$ cat config.mk
export PLATFORM = sky130hd
export DESIGN_NAME = avalon_pio_master
export DESIGN_NICKNAME = d
export VERILOG_FILES = /design/src/rtl/avalon_pio_master.sv
export SDC_FILE = /design/constraint.sdc
export NUM_CORES = 1
export LEC_CHECK = 0
export ABC_AREA = 0
export CORE_MARGIN = 2
export CORE_UTILIZATION = 28
export DETAILED_ROUTE_END_ITERATION = 10
export SETUP_SLACK_MARGIN = 0.4
export SYNTH_ARGS = -nofsm -noshare
export SYNTH_HDL_FRONTEND = slang
export SYNTH_SLANG_ARGS = --single-unit
export TNS_END_PERCENT = 10
$ cat constraint.sdc
create_clock -name clk -period 1.9 [get_ports clk]
set_input_delay 0.19 -clock clk [delete_from_list [all_inputs] [get_ports clk]]
set_output_delay 0.19 -clock clk [all_outputs]
set_load 0.005 [all_outputs]
$ cat src/rtl/avalon_pio_master.sv
// Avalon-MM single-transfer initiator: turns a valid/ready command stream into one
// bus read or write at a time and returns a one-cycle response with read data and
// a timeout error flag.
module avalon_pio_master #(
  parameter int unsigned ADDR_W    = 3,
  parameter int unsigned DATA_W    = 32,
  parameter int unsigned READ_WAIT = 0,
  parameter int unsigned TIMEOUT   = 255
) (
  input  logic              clk,
  input  logic              reset,
  input  logic              cmd_valid,
  output logic              cmd_ready,
  input  logic              cmd_write,
  input  logic [ADDR_W-1:0] cmd_address,
  input  logic [DATA_W-1:0] cmd_wdata,
  output logic              rsp_valid,
  output logic [DATA_W-1:0] rsp_rdata,
  output logic              rsp_error,
  output logic [ADDR_W-1:0] address,
  output logic              chipselect,
  output logic              write_n,
  output logic              read_n,
  output logic [DATA_W-1:0] writedata,
  input  logic [DATA_W-1:0] readdata,
  input  logic              waitrequest
);

  localparam int unsigned     CntW       = $clog2(TIMEOUT + 1);
  localparam logic [CntW-1:0] CntMax     = CntW'(TIMEOUT);
  localparam logic [CntW-1:0] CntLast    = CntW'(TIMEOUT - 1);
  localparam logic [CntW-1:0] CntRdWait  = CntW'(READ_WAIT);

  typedef enum logic [1:0] {StIdle, StBus, StResp} state_e;

  state_e              state_q, state_d;
  logic [CntW-1:0]     cnt_q, cnt_d;
  logic                is_write_q, is_write_d;
  logic                cmd_ready_q, cmd_ready_d;
  logic                chipselect_q, chipselect_d;
  logic                write_n_q, write_n_d;
  logic                read_n_q, read_n_d;
  logic [ADDR_W-1:0]   address_q, address_d;
  logic [DATA_W-1:0]   writedata_q, writedata_d;
  logic                rsp_valid_q, rsp_valid_d;
  logic [DATA_W-1:0]   rsp_rdata_q, rsp_rdata_d;
  logic                rsp_error_q, rsp_error_d;
  logic                rd_wait_met;
  logic                bus_done;

  // With no read wait the comparison would be constant, so it is elided.
  if (READ_WAIT == 0) begin : g_no_rd_wait
    assign rd_wait_met = 1'b1;
  end else begin : g_rd_wait
    assign rd_wait_met = (cnt_q >= CntRdWait);
  end

  // Next-state and next-output logic for the IDLE -> BUS -> RESP sequence.
  always_comb begin
    state_d      = state_q;
    cnt_d        = cnt_q;
    is_write_d   = is_write_q;
    cmd_ready_d  = 1'b0;
    chipselect_d = chipselect_q;
    write_n_d    = write_n_q;
    read_n_d     = read_n_q;
    address_d    = address_q;
    writedata_d  = writedata_q;
    rsp_valid_d  = 1'b0;
    rsp_rdata_d  = rsp_rdata_q;
    rsp_error_d  = rsp_error_q;
    bus_done     = 1'b0;
    unique case (state_q)
      StIdle: begin
        cmd_ready_d = 1'b1;
        if (cmd_valid && cmd_ready_q) begin
          state_d      = StBus;
          cmd_ready_d  = 1'b0;
          cnt_d        = '0;
          is_write_d   = cmd_write;
          chipselect_d = 1'b1;
          write_n_d    = ~cmd_write;
          read_n_d     = cmd_write;
          address_d    = cmd_address;
          writedata_d  = cmd_write ? cmd_wdata : '0;
        end
      end
      StBus: begin
        if (cnt_q != CntMax) cnt_d = cnt_q + 1'b1;
        // Completion takes priority over a timeout in the same cycle.
        if (!waitrequest && (is_write_q || rd_wait_met)) begin
          bus_done    = 1'b1;
          rsp_rdata_d = is_write_q ? '0 : readdata;
          rsp_error_d = 1'b0;
        end else if (cnt_q == CntLast) begin
          bus_done    = 1'b1;
          rsp_rdata_d = '0;
          rsp_error_d = 1'b1;
        end
        if (bus_done) begin
          state_d      = StResp;
          rsp_valid_d  = 1'b1;
          chipselect_d = 1'b0;
          write_n_d    = 1'b1;
          read_n_d     = 1'b1;
        end
      end
      StResp: begin
        state_d     = StIdle;
        cmd_ready_d = 1'b1;
      end
      default: state_d = StIdle;
    endcase
  end

  // State and registered outputs, synchronous active-high reset.
  always_ff @(posedge clk) begin
    if (reset) begin
      state_q      <= StIdle;
      cnt_q        <= '0;
      is_write_q   <= 1'b0;
      cmd_ready_q  <= 1'b0;
      chipselect_q <= 1'b0;
      write_n_q    <= 1'b1;
      read_n_q     <= 1'b1;
      address_q    <= '0;
      writedata_q  <= '0;
      rsp_valid_q  <= 1'b0;
      rsp_rdata_q  <= '0;
      rsp_error_q  <= 1'b0;
    end else begin
      state_q      <= state_d;
      cnt_q        <= cnt_d;
      is_write_q   <= is_write_d;
      cmd_ready_q  <= cmd_ready_d;
      chipselect_q <= chipselect_d;
      write_n_q    <= write_n_d;
      read_n_q     <= read_n_d;
      address_q    <= address_d;
      writedata_q  <= writedata_d;
      rsp_valid_q  <= rsp_valid_d;
      rsp_rdata_q  <= rsp_rdata_d;
      rsp_error_q  <= rsp_error_d;
    end
  end

  assign cmd_ready  = cmd_ready_q;
  assign chipselect = chipselect_q;
  assign write_n    = write_n_q;
  assign read_n     = read_n_q;
  assign address    = address_q;
  assign writedata  = writedata_q;
  assign rsp_valid  = rsp_valid_q;
  assign rsp_rdata  = rsp_rdata_q;
  assign rsp_error  = rsp_error_q;

endmodule

==> reports/qor.yml <==
cap_violations: 0
crit_path_top_delay_cell: "dfxtp_2"
place.port_buffers: 144
synth_top_area_share_pct: 57.76
placed_cell_area_sq_mm: 0.004493
grt.overflow.total: 0
grt_pass1_wl_mm: 12.52
setup.worst_path.end_class: "register"
ant_nets: 0
fin_nets: 468
worstSetupPathType: "register to register"
status: "finished, final reports clean"
rsz0062_at_grt: "yes"
finalSetupTns_ns: 0
wl_per_cell_microns: 14.63
avgSynthCellArea_sq_um: 11.74
syn_nets: 322
synthArstFlopShare_pct: 0
grt_pass1_vias: 2473
max_stage_delay_ns: 0.36
cts_hold_buf: 0
ys_seq_elements: 84
hold_class: "input pin to register"
worst_pin_slew_ns: 0.3358
p_leak_nw: 1.762
syn_inst: 248
synth_area_leader_cell: "dfxtp_1"
area_growth_pct: 63.21
die_w_microns: 106.0
clk_pin_slew_worst_paths_ns: 0.08
via_per_inst: 4.647
numCtsBuffers: 9
synth.area.top_cells: "dfxtp_1, a22o_1, buf_6"
rows: 37
start_util_pct: 28.46
cts_max_path_buffers: 2
finalCriticalPeriod_ns: 1.538
h-tree-depth: 3
core_area_sq_mm: 0.01023
drive_gt1_share_pct: 10.53
max_clock_freq_ghz: 0.6502
synth_warnings: 0
synth-edff-count: 0
layout_common_cells: "clkdlybuf4s50_1, dfxtp_1, a22o_1, nor2_1, nand2_1"
drc: 0
finalSetupViolCount: 0
fin_hold_ws_ns: 0.4017
critical_path.cell_chain: "ha_2 > and3_4 > a311oi_4 > a41oi_1 > a311oi_1"
final_common_cell: "clkdlybuf4s50_1"
hpwl_mm: 5.429
synthFlopType: "dfxtp_1"
syn_area_sq_mm: 0.002912
postRouteWirelength_mm: 7.826
final_hold_viol_count: 0
antenna_cells: 0
p_total_mw: 3.695
ios: 145
finalMaxSlewViolations: 0
clk_latency_ns: 0.35
gp_congestion: 0.8380
cp.arrival_ns: 1.78
dieArea_sq_mm: 0.01123
fin_crit_sh_pct: 80.94
drt_iter0_drc: 91
worstPathRequired_ns: 2.15
root_buffer: "clkbuf_8"
cts_tree: "yes"
fin_worst_skew_ns: 0.008548
power.density_mw_per_mm2: 777.5
vias: 2486
irDropWorstVdd_uv: 342.5
fp.dieH_microns: 106.0
clock_sink_count: 84
final_area_sq_mm: 0.004752
synth_cell_types: 44
n_fill_cell: 943
worstPathMaxFanout: 5
grt_max_degree: 35
post_cts_buffers: 0
ys_seq_area_share_pct: 57.76
critPathBufInv: 0
first_pass_iters: 4
antenna_found_initial: 0
worstSetupStartpointType: "register"
grt_util_all_layers_pct: 13.91
max-slew-margin-rel_pct: 77.57
cp_top_family: "compound AO/OA/AOI/OAI gates"
[state kept, by name, indices dropped and copies added (netlist names)]
signal,count
rsp_valid,1
read_n,1
address,3
rsp_rdata,32
chipselect,1
cnt_q,8
rsp_error,1
state_q,2
write_n,1
cmd_ready,1
is_write_q,1
writedata,32
[worst register-to-register path: cells and delay by family (launching register included)]
family          cells  cell delay (ns)
compound gates      3             0.66
fa+ha+maj           1             0.21
flops               1             0.36
simple gates        1             0.21
[layout make-up]
type                            count  area (sq um)  share of cell area, %
Sequential cell                    84          1688                  35.52
Timing Repair Buffer              153          1550                  32.62
Multi-Input combinational cell    145          1114                  23.43
Tap cell                          136         170.2                  3.581
Clock buffer                       11         141.4                  2.975
Clock inverter                      5         85.08                  1.790
Inverter                            1         3.754                0.07899
[power by group]
part           switching [mW]  internal [mW]  total [mW]  leakage [nW]
sequential             0.0330           1.81        1.84         0.682
clock                   0.649          0.782        1.43         0.110
combinational           0.141          0.279       0.420         0.970
[timing repair]
action / in CTS / in global routing
hold endpoints to repair: 0 / 0
setup endpoints to repair: 71 / 39
resized for setup: 9 / 2
pin swaps: 1 / 0
[through the flow]
step | utilization (%) | std cells | setup slack (ns)
floorplan | - | 248 | 0.4373
global placement | 43.92 | 519 | 0.1735
detailed placement | 43.92 | 519 | 0.1449
CTS | 46.35 | 535 | 0.3713
global route | 46.45 | 535 | 0.2751
finish | 46.45 | 535 | 0.3621
[final timing paths]
| kind | start | end | slack [ns] | depth (start not counted) |
|---|---|---|---|---|
| worst min-delay path | cmd_address[0] | address[0] | 0.40 | 3 |
| worst max-delay path | cnt_q[1] | cnt_q[5] | 0.36 | 5 |
| worst min register to register | address[1] | address[1] | 0.46 | 2 |
| worst max register to register | cnt_q[1] | cnt_q[5] | 0.36 | 5 |
[synthesized netlist by cell type, types with 2 or more instances]
library cell	count
nor2_1	12
a21o_1	2
nand2b_1	3
a21oi_2	2
nand4_1	2
nand2_1	12
nor2_2	2
buf_4	5
ha_1	2
and2_1	3
dfxtp_1	84
nor3_1	5
nand3_1	3
buf_6	4
a211oi_1	4
mux2i_1	2
buf_2	7
a22o_1	64
a21oi_1	5
[logic make-up (layout without fill, tap and decap cells)]
logic type	Yosys count	count (layout)	synth area share, %
AOI/OAI and AO/OA	88	88	25.78
and+or+nand+nor	52	52	10.18
DFF	84	84	57.76
muxes	2	2	0.6876
buffers and inverters	19	170	4.426
xor gates and xnor gates	1	1	0.3009
adders and majority gates	2	2	0.8593
[layer usage]
layer / wire length (microns) / global-route usage (%)
met4: 177 / 5.639
met5: 0 / 0
met1: 3648 / 18.25
met3: 373 / 3.740
met2: 3626 / 21.71
Power figures use the tool's default switching activity.
